### src/rtl/cv32e40s_mpu_arb.sv
// Purpose : arbitrates two requesters (0 = LSU, 1 = aux sequencer) onto one MPU request
//           channel, tracks outstanding ids and routes in-order responses back to their owner.
// Ports   : clk/rst_n; req{0,1}_valid_i/_trans_i/_ready_o; mpu_trans_valid_o/_o/_ready_i;
//           mpu_resp_valid_i/_i; resp{0,1}_valid_o, resp_o; one_txn_pend_n_o; outstanding_o.
// Latency : zero-cycle request and response paths. Backpressure: a presented, unaccepted grant
//           is locked until handshake; no request is offered once MAX_OUTSTANDING is reached
//           unless a response retires an entry in the same cycle.
// Config  : define CV32E40S_MPU_ARB_RR_EN for round-robin; default is fixed priority (req0 wins).
module cv32e40s_mpu_arb #(
   parameter int TRANS_W         = 72,
   parameter int RESP_W          = 40,
   parameter int MAX_OUTSTANDING = 2
) (
   input  logic               clk,
   input  logic               rst_n,
   input  logic               req0_valid_i,
   input  logic [TRANS_W-1:0] req0_trans_i,
   output logic               req0_ready_o,
   input  logic               req1_valid_i,
   input  logic [TRANS_W-1:0] req1_trans_i,
   output logic               req1_ready_o,
   output logic               mpu_trans_valid_o,
   output logic [TRANS_W-1:0] mpu_trans_o,
   input  logic               mpu_trans_ready_i,
   input  logic               mpu_resp_valid_i,
   input  logic [RESP_W-1:0]  mpu_resp_i,
   output logic               resp0_valid_o,
   output logic               resp1_valid_o,
   output logic [RESP_W-1:0]  resp_o,
   output logic               one_txn_pend_n_o,
   output logic [2:0]         outstanding_o
);

   typedef enum logic {
      ARB_IDLE = 1'b0,
      ARB_LOCK = 1'b1
   } arb_state_t;

   arb_state_t  r_state;
   logic        r_lock_id;
   logic [2:0]  r_count;
   logic [3:0]  r_fifo;      // owner id per outstanding slot, only [MAX_OUTSTANDING-1:0] used
   logic [1:0]  r_wptr;
   logic [1:0]  r_rptr;
`ifdef CV32E40S_MPU_ARB_RR_EN
   logic        r_prio;      // requester favoured on contention
`endif

   logic        w_pop;
   logic        w_room;
   logic        w_sel_id;
   logic        w_sel_vld;
   logic        w_accept;
   logic        w_head_id;
   logic [2:0]  w_count_after_pop;
   logic [2:0]  w_count_next;

   function automatic logic [1:0] ptr_inc(input logic [1:0] p);
      return (p == 2'(MAX_OUTSTANDING - 1)) ? 2'd0 : p + 2'd1;
   endfunction

   // A response with nothing outstanding is ignored entirely.
   assign w_pop             = mpu_resp_valid_i && (r_count != 3'd0);
   assign w_count_after_pop = r_count - {2'b00, w_pop};
   // A retiring response frees its slot for a same-cycle accept.
   assign w_room            = w_count_after_pop < 3'(MAX_OUTSTANDING);

   always_comb begin
      w_sel_id = 1'b0;
      if (r_state == ARB_LOCK) begin
         w_sel_id = r_lock_id;
      end else if (req0_valid_i && req1_valid_i) begin
`ifdef CV32E40S_MPU_ARB_RR_EN
         w_sel_id = r_prio;
`else
         w_sel_id = 1'b0;
`endif
      end else begin
         w_sel_id = req1_valid_i;
      end
   end

   assign w_sel_vld         = w_sel_id ? req1_valid_i : req0_valid_i;
   assign mpu_trans_valid_o = w_sel_vld && w_room;
   assign mpu_trans_o       = mpu_trans_valid_o ? (w_sel_id ? req1_trans_i : req0_trans_i)
                                                : '0;
   assign w_accept          = mpu_trans_valid_o && mpu_trans_ready_i;
   assign req0_ready_o      = w_accept && !w_sel_id;
   assign req1_ready_o      = w_accept && w_sel_id;

   assign w_head_id         = r_fifo[r_rptr];
   assign resp_o            = mpu_resp_i;
   assign resp0_valid_o     = w_pop && !w_head_id;
   assign resp1_valid_o     = w_pop && w_head_id;

   assign w_count_next      = w_count_after_pop + {2'b00, w_accept};
   assign one_txn_pend_n_o  = (w_count_next == 3'd1);
   assign outstanding_o     = r_count;

   always_ff @(posedge clk or negedge rst_n) begin
      if (!rst_n) begin
         r_state   <= ARB_IDLE;
         r_lock_id <= 1'b0;
         r_count   <= 3'd0;
         r_fifo    <= 4'd0;
         r_wptr    <= 2'd0;
         r_rptr    <= 2'd0;
`ifdef CV32E40S_MPU_ARB_RR_EN
         r_prio    <= 1'b0;
`endif
      end else begin
         // Grant locks only when actually presented and refused; a count-blocked
         // request leaves the state untouched so a held lock persists.
         if (r_state == ARB_IDLE) begin
            if (mpu_trans_valid_o && !mpu_trans_ready_i) begin
               r_state   <= ARB_LOCK;
               r_lock_id <= w_sel_id;
            end
         end else if (w_accept) begin
            r_state <= ARB_IDLE;
         end

         r_count <= w_count_next;

         if (w_accept) begin
            r_fifo[r_wptr] <= w_sel_id;
            r_wptr         <= ptr_inc(r_wptr);
`ifdef CV32E40S_MPU_ARB_RR_EN
            r_prio         <= ~w_sel_id;
`endif
         end
         if (w_pop) begin
            r_rptr <= ptr_inc(r_rptr);
         end
      end
   end

endmodule
### config.mk
export PLATFORM = sky130hd
export DESIGN_NAME = cv32e40s_mpu_arb
export DESIGN_NICKNAME = d
export VERILOG_FILES = /design/src/rtl/cv32e40s_mpu_arb.sv
export SDC_FILE = /design/constraint.sdc
export NUM_CORES = 1
export LEC_CHECK = 0
export BUFFER_PORTS_ARGS = -buffer_cell sky130_fd_sc_hd__buf_4
export CAP_MARGIN = 40
export CORE_AREA = 3 3 120 122
export CTS_CLUSTER_SIZE = 24
export DETAILED_ROUTE_END_ITERATION = 8
export DIE_AREA = 0 0 123 125
export SLEW_MARGIN = 40
export SYNTH_ARGS = -nofsm -noshare
export SYNTH_HDL_FRONTEND = slang
export SYNTH_SLANG_ARGS = --single-unit
### constraint.sdc
create_clock -name clk -period 3.7 [get_ports clk]
set_input_delay 0.925 -clock clk [delete_from_list [all_inputs] [get_ports clk]]
set_output_delay 0.925 -clock clk [all_outputs]
set_load 0.05 [all_outputs]
After elaboration in Yosys (flattened, before gate mapping)
Index checks and enable logic that the tools add are counted.
W data, S select, Z words.
{"block": "totals", "reg_bits": 13, "latchBits": 0, "ramBits": 0, "romBits": 0, "in_bits": 190, "out_inout_bits": 121, "wordCells": 48, "memories": 0}
{"block": "classes", "n_addsub": 4, "mul": 0, "div_mod_pow": 0, "magnitude_cmp": 4, "n_eq_ne": 3, "shift": 0, "muxes": 15, "bitwise": 1, "n_reduce_logical": 15}
{"op": "$mux W72", "count": 2}
{"op": "$logic_and A1 B1 Y1", "count": 10}
{"op": "$mux W1", "count": 8}
{"op": "$lt A2 B3 Y1 const B", "count": 2}
{"op": "$add A2 B1 Y2 const B", "count": 2}
{"op": "$bwmux W4", "count": 1}
{"op": "$eq A2 B1 Y1 const B", "count": 2}
{"op": "$mux W2", "count": 2}
{"op": "$add A3 B1 Y3", "count": 1}
{"op": "$eq A3 B1 Y1 const B", "count": 1}
{"op": "$logic_not A1 Y1", "count": 3}
{"op": "$lt A3 B2 Y1 const B", "count": 1}
{"op": "$reduce_bool A3 Y1", "count": 1}
{"op": "$sub A3 B1 Y3", "count": 1}
{"op": "$bmux W1 S2", "count": 1}
{"op": "$demux W1 S2", "count": 1}
{"op": "$ge A2 B1 Y1 const B", "count": 1}
{"op": "$reduce_and A2 Y1", "count": 1}
{"op": "$not A1 Y1", "count": 1}

Depth between registers and ports, before layout
Gate-level depths: netlist of run 1.
{"block": "logic_depth", "depth_word": 8, "mapped_depth": 10, "mapped_depth_nobuf": 10}

Worst setup path after synthesis of run 1
Ideal clock, no wire load.
{"block": "synth_timing", "path_kind": "input to output", "startpoint": "input mpu_resp_valid_i", "endpoint": "output one_txn_pend_n_o", "t_arrival_ns": 3.834, "t_required_ns": 2.775, "setup_slack_ns": -1.059, "path_stages": 10, "path_buffers": 0, "cell_sequence": "o31ai_1 > inv_1 > ha_1 > ha_1 > xor2_1 > a211oi_2 > ha_1 > ha_1 > xor2_1 > nor3b_1"}
{"block": "synth_via", "elab_chain_cells": 7}
{"item": "start: declaration", "line": "25", "source": "input logic mpu_resp_valid_i,"}
{"item": "$logic_and A1 B1 Y1", "line": "63", "source": "assign w_pop = mpu_resp_valid_i && (r_count != 3'd0);"}
{"item": "named net w_pop", "line": "49", "source": "logic w_pop;"}
{"item": "$sub A3 B1 Y3", "line": "64", "source": "assign w_count_after_pop = r_count - {2'b00, w_pop};"}
{"item": "$lt A3 B2 Y1", "line": "66", "source": "assign w_room = w_count_after_pop < 3'(MAX_OUTSTANDING);"}
{"item": "$logic_and A1 B1 Y1", "line": "84", "source": "assign mpu_trans_valid_o = w_sel_vld && w_room;"}
{"item": "$logic_and A1 B1 Y1", "line": "87", "source": "assign w_accept = mpu_trans_valid_o && mpu_trans_ready_i;"}
{"item": "named net w_accept", "line": "53", "source": "logic w_accept;"}
{"item": "$add A3 B1 Y3", "line": "96", "source": "assign w_count_next = w_count_after_pop + {2'b00, w_accept};"}
{"item": "named net w_count_next[2]", "line": "56", "source": "logic [2:0] w_count_next;"}
{"item": "$eq A3 B1 Y1", "line": "97", "source": "assign one_txn_pend_n_o = (w_count_next == 3'd1);"}
{"item": "end: declaration", "line": "30", "source": "output logic one_txn_pend_n_o,"}
The timed path passes the listed nets, and every way through them passes these cells.

Worst setup path after layout of run 1
{"block": "layout_timing", "startpoint": "input mpu_resp_valid_i", "endpoint": "output mpu_trans_o[24]"}
{"block": "layout_via", "elab_chain_cells": 5}
{"item": "$logic_and A1 B1 Y1", "line": "63"}
{"item": "named net w_pop", "line": "49"}
{"item": "$sub A3 B1 Y3", "line": "64"}
{"item": "$lt A3 B2 Y1", "line": "66"}
{"item": "$logic_and A1 B1 Y1", "line": "84"}
{"item": "$mux W72", "line": "85", "source": "assign mpu_trans_o = mpu_trans_valid_o ? (w_sel_id ? req1_trans_i : req0_trans_i)"}
{"item": "end: declaration", "line": "23", "source": "output logic [TRANS_W-1:0] mpu_trans_o,"}
The timed path passes the listed nets, and every way through them passes these cells.

==> flow_metrics.py, run 1 <==
metrics = {
    "hold_path": {
        "min-delay-start": "r_fifo[3]$_DFFE_PN0P_",
        "whs_path_depth": 1,
        "holdPathEnd": "r_fifo[3]$_DFFE_PN0P_",
        "min_path_type": "reg2reg",
    },
    "timing": {
        "final_max_slew_viol_count": 0,
        "finalCritPeriodShare_pct": 101,
        "finalHoldViolCount": 0,
        "finalSetupViolCount": 16,
        "fin_crit_ns": 3.75,
        "fin_setup_tns_ns": -0.568,
        "worst_pin_slew_ns": 0.519,
        "grt_setup_unrepaired": "true",
        "finalClockSkew_ns": 0.00263,
        "setup_ws_ns": -0.0533,
        "clock.fmax_mhz": 266,
        "slew_headroom_pct": 65.4,
    },
    "yosys": {
        "ys_top_cells_by_count": "a21oi_1 (73), o21ai_0 (73), nand3_1 (72)",
        "synth_adder_area_share_pct": 2.20,
        "mappedNetlistArea_um2": 2270,
        "synthCells": 358,
        "synthMuxAreaShare_pct": 3.91,
        "synth_simple_gate_area_share_pct": 20.3,
        "yosys.area.top_type": "a21oi_1",
        "synth_top_area_share_pct": 16.1,
        "synth_top_family_by_area": "compound AO/OA/AOI/OAI gates",
        "synth-async-reset-ratio_pct": 100,
        "yosys-top-cells-area": "a21oi_1 (16%), o21ai_0 (16%), nand3_1 (16%)",
        "seq_area_frac_synth_pct": 14.3,
        "syn-num-nets": 552,
        "synth.distinct_cells": 31,
        "synth-xor-area-share_pct": 1.54,
        "syn-mean-instance-area_um2": 6.35,
        "synth_flop_cell": "dfrtp_1",
        "synth_compound_area_share_pct": 36.2,
        "yosys_warnings": 0,
        "synth_edf_count": 0,
        "ys_ff_latch": 13,
    },
    "floorplan": {
        "rows": 42,
        "initial_utilization_pct": 17.1,
        "dieArea_um2": 15400,
        "die_x_um": 123,
        "core-area_um2": 13300,
        "io-pin-count": 311,
        "fp.dieH_um": 125,
    },
    "place": {
        "globalplace.congestion": 0.805,
        "io_buffers": 230,
        "post-dp-hpwl_mm": 9.16,
        "dp_cells": 703,
        "pre_cts_ws_ns": -0.108,
    },
    "clocking": {
        "clkSlewWorstSetupHoldPaths_ns": 0.04,
        "numCtsBuffers": 3,
        "cts_tree": "yes",
        "clk_latency_ns": 0.24,
        "cts_sinks": 13,
        "cts_max_path_buffers": 2,
        "htree_levels": 1,
        "cts-root-buf": "clkbuf_16",
        "ctsHoldBuffers": 0,
    },
    "drt": {
        "dr_total_vias": 3362,
        "final_antenna_net_count": 0,
        "vias_per_cell": 4.68,
        "drt-wirelength-per-cell_um": 17.3,
        "routed_wirelength_mm": 12.4,
        "drtIter0Drc": 94,
        "first_pass_iters": 5,
        "drc": 0,
    },
    "finish": {
        "num_antenna_cells": 0,
        "final_net_count": 738,
        "seqCellArea_um2": 325,
        "syn2layout_area_growth_pct": 115,
        "drive_above_1_share_pct": 65.2,
        "fin_cells": 719,
        "fillerInstances": 1347,
        "multi_input_area_um2": 1970,
    },
    "worst_setup_path": {
        "rr_worst_depth": 10,
        "reg2reg_from": "outstanding_o[1]$_DFF_PN0_",
        "crit_start": "mpu_resp_valid_i",
        "path_class": "in2out",
        "crit_path_start_kind": "primary input",
        "critPathCaptureType": "output pin",
        "arrival_ns": 2.83,
        "r2r_slack_ns": 0.98,
        "worstPathRequired_ns": 2.77,
        "cp_max_fo": 8,
        "r2r_end": "r_fifo[2]$_DFFE_PN0P_",
    },
    "global_routing": {
        "grt_pass1_wl_mm": 18.1,
        "gr-total-overflow": 0,
        "antenna_found_initial": 0,
        "grt_usage_pct": 14.3,
        "grt_max_degree": 44,
        "grt_pass1_vias": 3460,
    },
    "run": {
        "max-cap-violations": 0,
    },
    "power": {
        "pwr_density_cell_nw_per_um2": 744,
        "ir_worst_vdd_mv": 0.363,
        "clkPwrFrac_pct": 5.5,
        "pwr-share-seq_pct": 7.5,
        "p_leak_uw": 0.00216,
        "combinationalPowerShare_pct": 87.0,
        "p_sw_uw": 2130,
        "p_int_uw": 1500,
        "switching_share_pct": 58.6,
    },
    "status": {
        "violations": "negative setup slack",
        "status": "finished, violations left",
    },
}
sequential cells by signal, indices dropped and copies added (netlist names), named ones only:
| signal | cells |
|---|---|
| outstanding_o | 3 |
| r_fifo | 4 |
| r_lock_id | 1 |
| r_rptr | 2 |
| r_wptr | 2 |
metrics by stage:
stage	hold slack, ns	cell area [um2]	util, %	power [uW]
global placement	0.467	4300	32.4	2960
global route	0.503	4880	36.7	3840
finish	0.485	4880	36.7	3630
CTS	0.487	4660	35.1	3470
detailed placement	0.475	4300	32.4	2990
floorplan	0.452	2620	-	2290
power groups by stage:
stage	registers, uW	clock network (uW)	logic (uW)
after global placement	262	0	2700
after CTS	268	206	3000
after detailed placement	266	0	2730
after global routing	280	210	3350
final	271	200	3160
after floorplan	298	0	1990
repair_timing:
item                                    CTS  global route
endpoints found under the setup margin   46            73
gates cloned                              1             1
setup buffers                             7             3
gates resized for setup                  40            35
endpoints found under the hold margin     0             0
pin swaps                                 5             7
layout make-up:
type,instances,share of cell area (%)
timing repair buffer,260,46.3
sequential,13,6.66
multi-input combinational,259,40.3
clock buffer,4,1.61
inverter,7,0.538
tap,176,4.51
worst max-delay path, stage by stage:
cell and delay, ns:
buf_6 0.10, o31ai_4 0.06, inv_2 0.09, ha_4 0.17, ha_4 0.17, xor2_4 0.15
buf_6 0.13, a211o_4 0.40, buf_16 0.17, buf_12 0.14, a21oi_2 0.13, buf_6 0.17
worst max-delay path by stage:
stage                       end  cells after the start
2_1_floorplan  one_txn_pend_n_o                     10
3_3_place_gp   one_txn_pend_n_o                     12
3_5_place_dp   one_txn_pend_n_o                     12
4_1_cts         mpu_trans_o[27]                     12
5_1_grt        one_txn_pend_n_o                     12
6_report        mpu_trans_o[24]                     12
routing by layer:
metal,track usage (%),up-vias,part of all wire (%)
met2,25.6,198,49
met3,4.34,16,11
li1,-,1619,-
met5,0,-,0
met1,17.1,1529,39
met4,2.28,0,1.5
cells by family after synthesis:
logic type | after synthesis
AO/OA/AOI/OAI | 156
buffers and inverters | 86
flip-flops | 13
multiplexers | 7
adder cells (fa/ha/maj) | 4
AND/OR/NAND/NOR | 88
XOR/XNOR | 4
layout by cell type, fill, tap and decap left out, types with 2 or more instances in the layout:
cell and count:
a21boi_1 2, inv_1 5, clkbuf_16 4, a21oi_4 16
nand3_1 72, buf_16 2, buf_6 45, buf_12 5
nand2b_1 2, inv_2 2, buf_8 3, and2_1 2
xor2_4 2, buf_4 204, dfrtp_1 13, a2111oi_1 4
mux2_1 5, ha_4 3, o21ai_0 73, nor3b_4 2
a21oi_2 56, nand2_1 2
Note: power is estimated with default switching activity, not from simulation.
==> inputs of run 2 (changes only) <==
--- a/config.mk
+++ b/config.mk
@@ -9,4 +9,5 @@
 export CAP_MARGIN = 40
 export CORE_AREA = 3 3 120 122
+export CTS_BUF_LIST = sky130_fd_sc_hd__clkbuf_2 sky130_fd_sc_hd__clkbuf_4 sky130_fd_sc_hd__clkbuf_8
 export CTS_CLUSTER_SIZE = 24
 export DETAILED_ROUTE_END_ITERATION = 8
==> constraint.sdc (replaced) <==
create_clock -name clk -period 3.7 [get_ports clk]
set_input_delay 0.925 -clock clk [delete_from_list [all_inputs] [get_ports clk]]
set_output_delay 0.925 -clock clk [all_outputs]
set_load 0.1 [all_outputs]
==> flow_metrics.py, run 2 (synthesis results as in run 1) <==
metrics = {
    "finish": {
        "drive_above_1_share_pct": 68.0,
        "num_antenna_cells": 0,
        "largest-register": "r_fifo",
        "largest_register_ffs": 4,
        "multi_input_area_um2": 2470,
        "seqCellArea_um2": 329,
        "fin_util_pct": 47.6,
        "postLayoutCellArea_um2": 6330,
        "fin_cells": 735,
        "fillerInstances": 1165,
        "final_common_cell": "buf_4",
        "final_net_count": 754,
        "syn2layout_area_growth_pct": 179,
        "final_cell_mix": "buf_4 (183), buf_12 (75), nand3_1 (72), o21ai_0 (72), a21oi_4 (72)",
    },
    "status": {
        "violations": "negative setup slack",
        "status": "finished, violations left",
    },
    "run": {
        "max-cap-violations": 0,
    },
    "global_routing": {
        "grt_max_degree": 42,
        "grt_usage_pct": 15.4,
        "grt_pass1_wl_mm": 19.3,
        "gr-total-overflow": 0,
        "grt_pass1_vias": 3809,
        "antenna_found_initial": 0,
    },
    "hold_path": {
        "whs_path_depth": 1,
        "min_path_type": "reg2reg",
        "holdPathEnd": "r_fifo[0]$_DFFE_PN0P_",
        "min-delay-start": "r_fifo[0]$_DFFE_PN0P_",
    },
    "timing": {
        "fin_crit_ns": 3.87,
        "slew_headroom_pct": 54.1,
        "grt_setup_unrepaired": "true",
        "clock.fmax_mhz": 258,
        "finalSetupViolCount": 31,
        "finalCritPeriodShare_pct": 105,
        "final_max_slew_viol_count": 0,
        "finalHoldViolCount": 0,
        "worst_pin_slew_ns": 0.685,
        "finalClockSkew_ns": 0.00344,
        "setup_ws_ns": -0.171,
    },
    "clocking": {
        "cts_sinks": 13,
        "numCtsBuffers": 3,
        "cts_tree": "yes",
        "cts_max_path_buffers": 2,
        "ctsHoldBuffers": 0,
        "htree_levels": 1,
        "clkSlewWorstSetupHoldPaths_ns": 0.06,
        "cts-root-buf": "clkbuf_8",
        "clk_latency_ns": 0.24,
    },
    "power": {
        "clkPwrFrac_pct": 2.2,
        "pwr-share-seq_pct": 4.9,
        "switching_share_pct": 61.4,
        "p_sw_uw": 3490,
        "combinationalPowerShare_pct": 92.9,
        "pwr_density_cell_nw_per_um2": 899,
        "p_int_uw": 2200,
        "ir_worst_vdd_mv": 0.521,
        "p_leak_uw": 0.00251,
    },
    "worst_setup_path": {
        "cp_max_fo": 3,
        "r2r_end": "r_fifo[3]$_DFFE_PN0P_",
        "worstPathCellList": "buf_6, o31ai_4, inv_2, ha_4, ha_4, o211ai_1, a211oi_2, ha_2, ha_4, xor2_4, nor3b_4, buf_12",
        "path_class": "in2out",
        "slowest_stage": "a211oi_2",
        "arrival_ns": 2.95,
        "crit_path_start_kind": "primary input",
        "reg2reg_from": "outstanding_o[1]$_DFF_PN0_",
        "worstPathRequired_ns": 2.77,
        "slowest_delay_ns": 0.29,
        "critPathCaptureType": "output pin",
        "r2r_slack_ns": 0.14,
        "rr_worst_depth": 18,
        "worst_path_most_repeated_cell": "ha_4",
    },
    "floorplan": {
        "initial_utilization_pct": 17.1,
        "io-pin-count": 311,
        "core-area_um2": 13300,
        "die_x_um": 123,
        "dieArea_um2": 15400,
        "fp.dieH_um": 125,
        "rows": 42,
    },
    "drt": {
        "highest_layer": "met4",
        "drtIter0Drc": 98,
        "dr_total_vias": 3602,
        "wl_met1_mm": 4.64,
        "final_antenna_net_count": 0,
        "dr_wl_met2_mm": 7.52,
        "drt-wirelength-per-cell_um": 18.8,
        "first_pass_iters": 4,
        "dr_wl_met3_mm": 1.26,
        "drc": 0,
        "vias_per_cell": 4.90,
        "routed_wirelength_mm": 13.8,
    },
    "place": {
        "dp_cells": 700,
        "globalplace.congestion": 0.789,
        "post_dp_cell_area_um2": 4790,
        "post-dp-hpwl_mm": 9.49,
        "io_buffers": 230,
    },
}
run 2: cell types whose count changed in the layout (fill, tap and decap cells not counted), moves of 2 or more:
cell,previous run,this run
a21oi_4,16,72
dfrtp_1,13,10
a2111oi_4,0,4
buf_12,5,75
buf_4,204,183
dfrtp_2,0,3
buf_8,3,1
clkbuf_16,4,6
a2111oi_1,4,0
a21oi_2,56,0
buf_16,2,5
clkbuf_8,0,3
buf_6,45,6
run 2: worst max-delay path by stage:
stage | slack (ns) | end | cells past startpoint | from
3_5_place_dp | -0.22 | one_txn_pend_n_o | 12 | mpu_resp_valid_i
4_1_cts | -0.13 | one_txn_pend_n_o | 12 | mpu_resp_valid_i
5_1_grt | -0.26 | one_txn_pend_n_o | 12 | mpu_resp_valid_i
2_1_floorplan | -0.58 | one_txn_pend_n_o | 10 | mpu_resp_valid_i
6_report | -0.17 | one_txn_pend_n_o | 12 | mpu_resp_valid_i
3_3_place_gp | -0.13 | one_txn_pend_n_o | 12 | mpu_resp_valid_i
run 2: critical path, delay by kind of cell:
family	cells	cell delay (ns)
adder cells (fa/ha/maj)	4	0.84
AO/OA/AOI/OAI	3	0.50
buffers and inverters	3	0.37
AND/OR/NAND/NOR	1	0.23
XOR/XNOR	1	0.08
run 2: metal layers:
layer / GRT usage, % / vias to the layer above
met4: 4.76 / 0
li1: - / 1656
met5: 0 / -
met1: 16.0 / 1725
met3: 3.88 / 34
met2: 29.8 / 187
run 2: cell type report:
type	count	share of cell area, %
inverter	7	0.415
multi-input combinational	259	38.9
clock inverter	1	0.0790
sequential	13	5.20
tap	176	3.48
timing repair buffer	276	51.2
clock buffer	3	0.652
run 2: repair_timing:
item                                    in CTS  in global routing
buffers inserted                            13                  8
pin swaps                                    8                  6
cloned                                       3                  7
endpoints found under the setup margin      73                 80
gates resized for setup                    210                 38
run 2: per-stage QoR:
stage	hold WS (ns)	worst slack (ns)	setup TNS, ns	power (uW)
after floorplan	0.452	-0.581	-1.52	3820
after global placement	0.472	-0.133	-7.91	4210
after detailed placement	0.471	-0.216	-8.43	4260
after CTS	0.484	-0.127	-2.21	5230
after global routing	0.512	-0.257	-3.48	5920
final	0.483	-0.171	-0.564	5690
run 2: power groups by stage:
stage	combinational (uW)	sequential [uW]	clock [uW]
6_report	5290	279	123
5_1_grt	5500	290	133
4_1_cts	4830	270	128
3_5_place_dp	3990	267	0
3_3_place_gp	3950	262	0
2_1_floorplan	3460	364	0
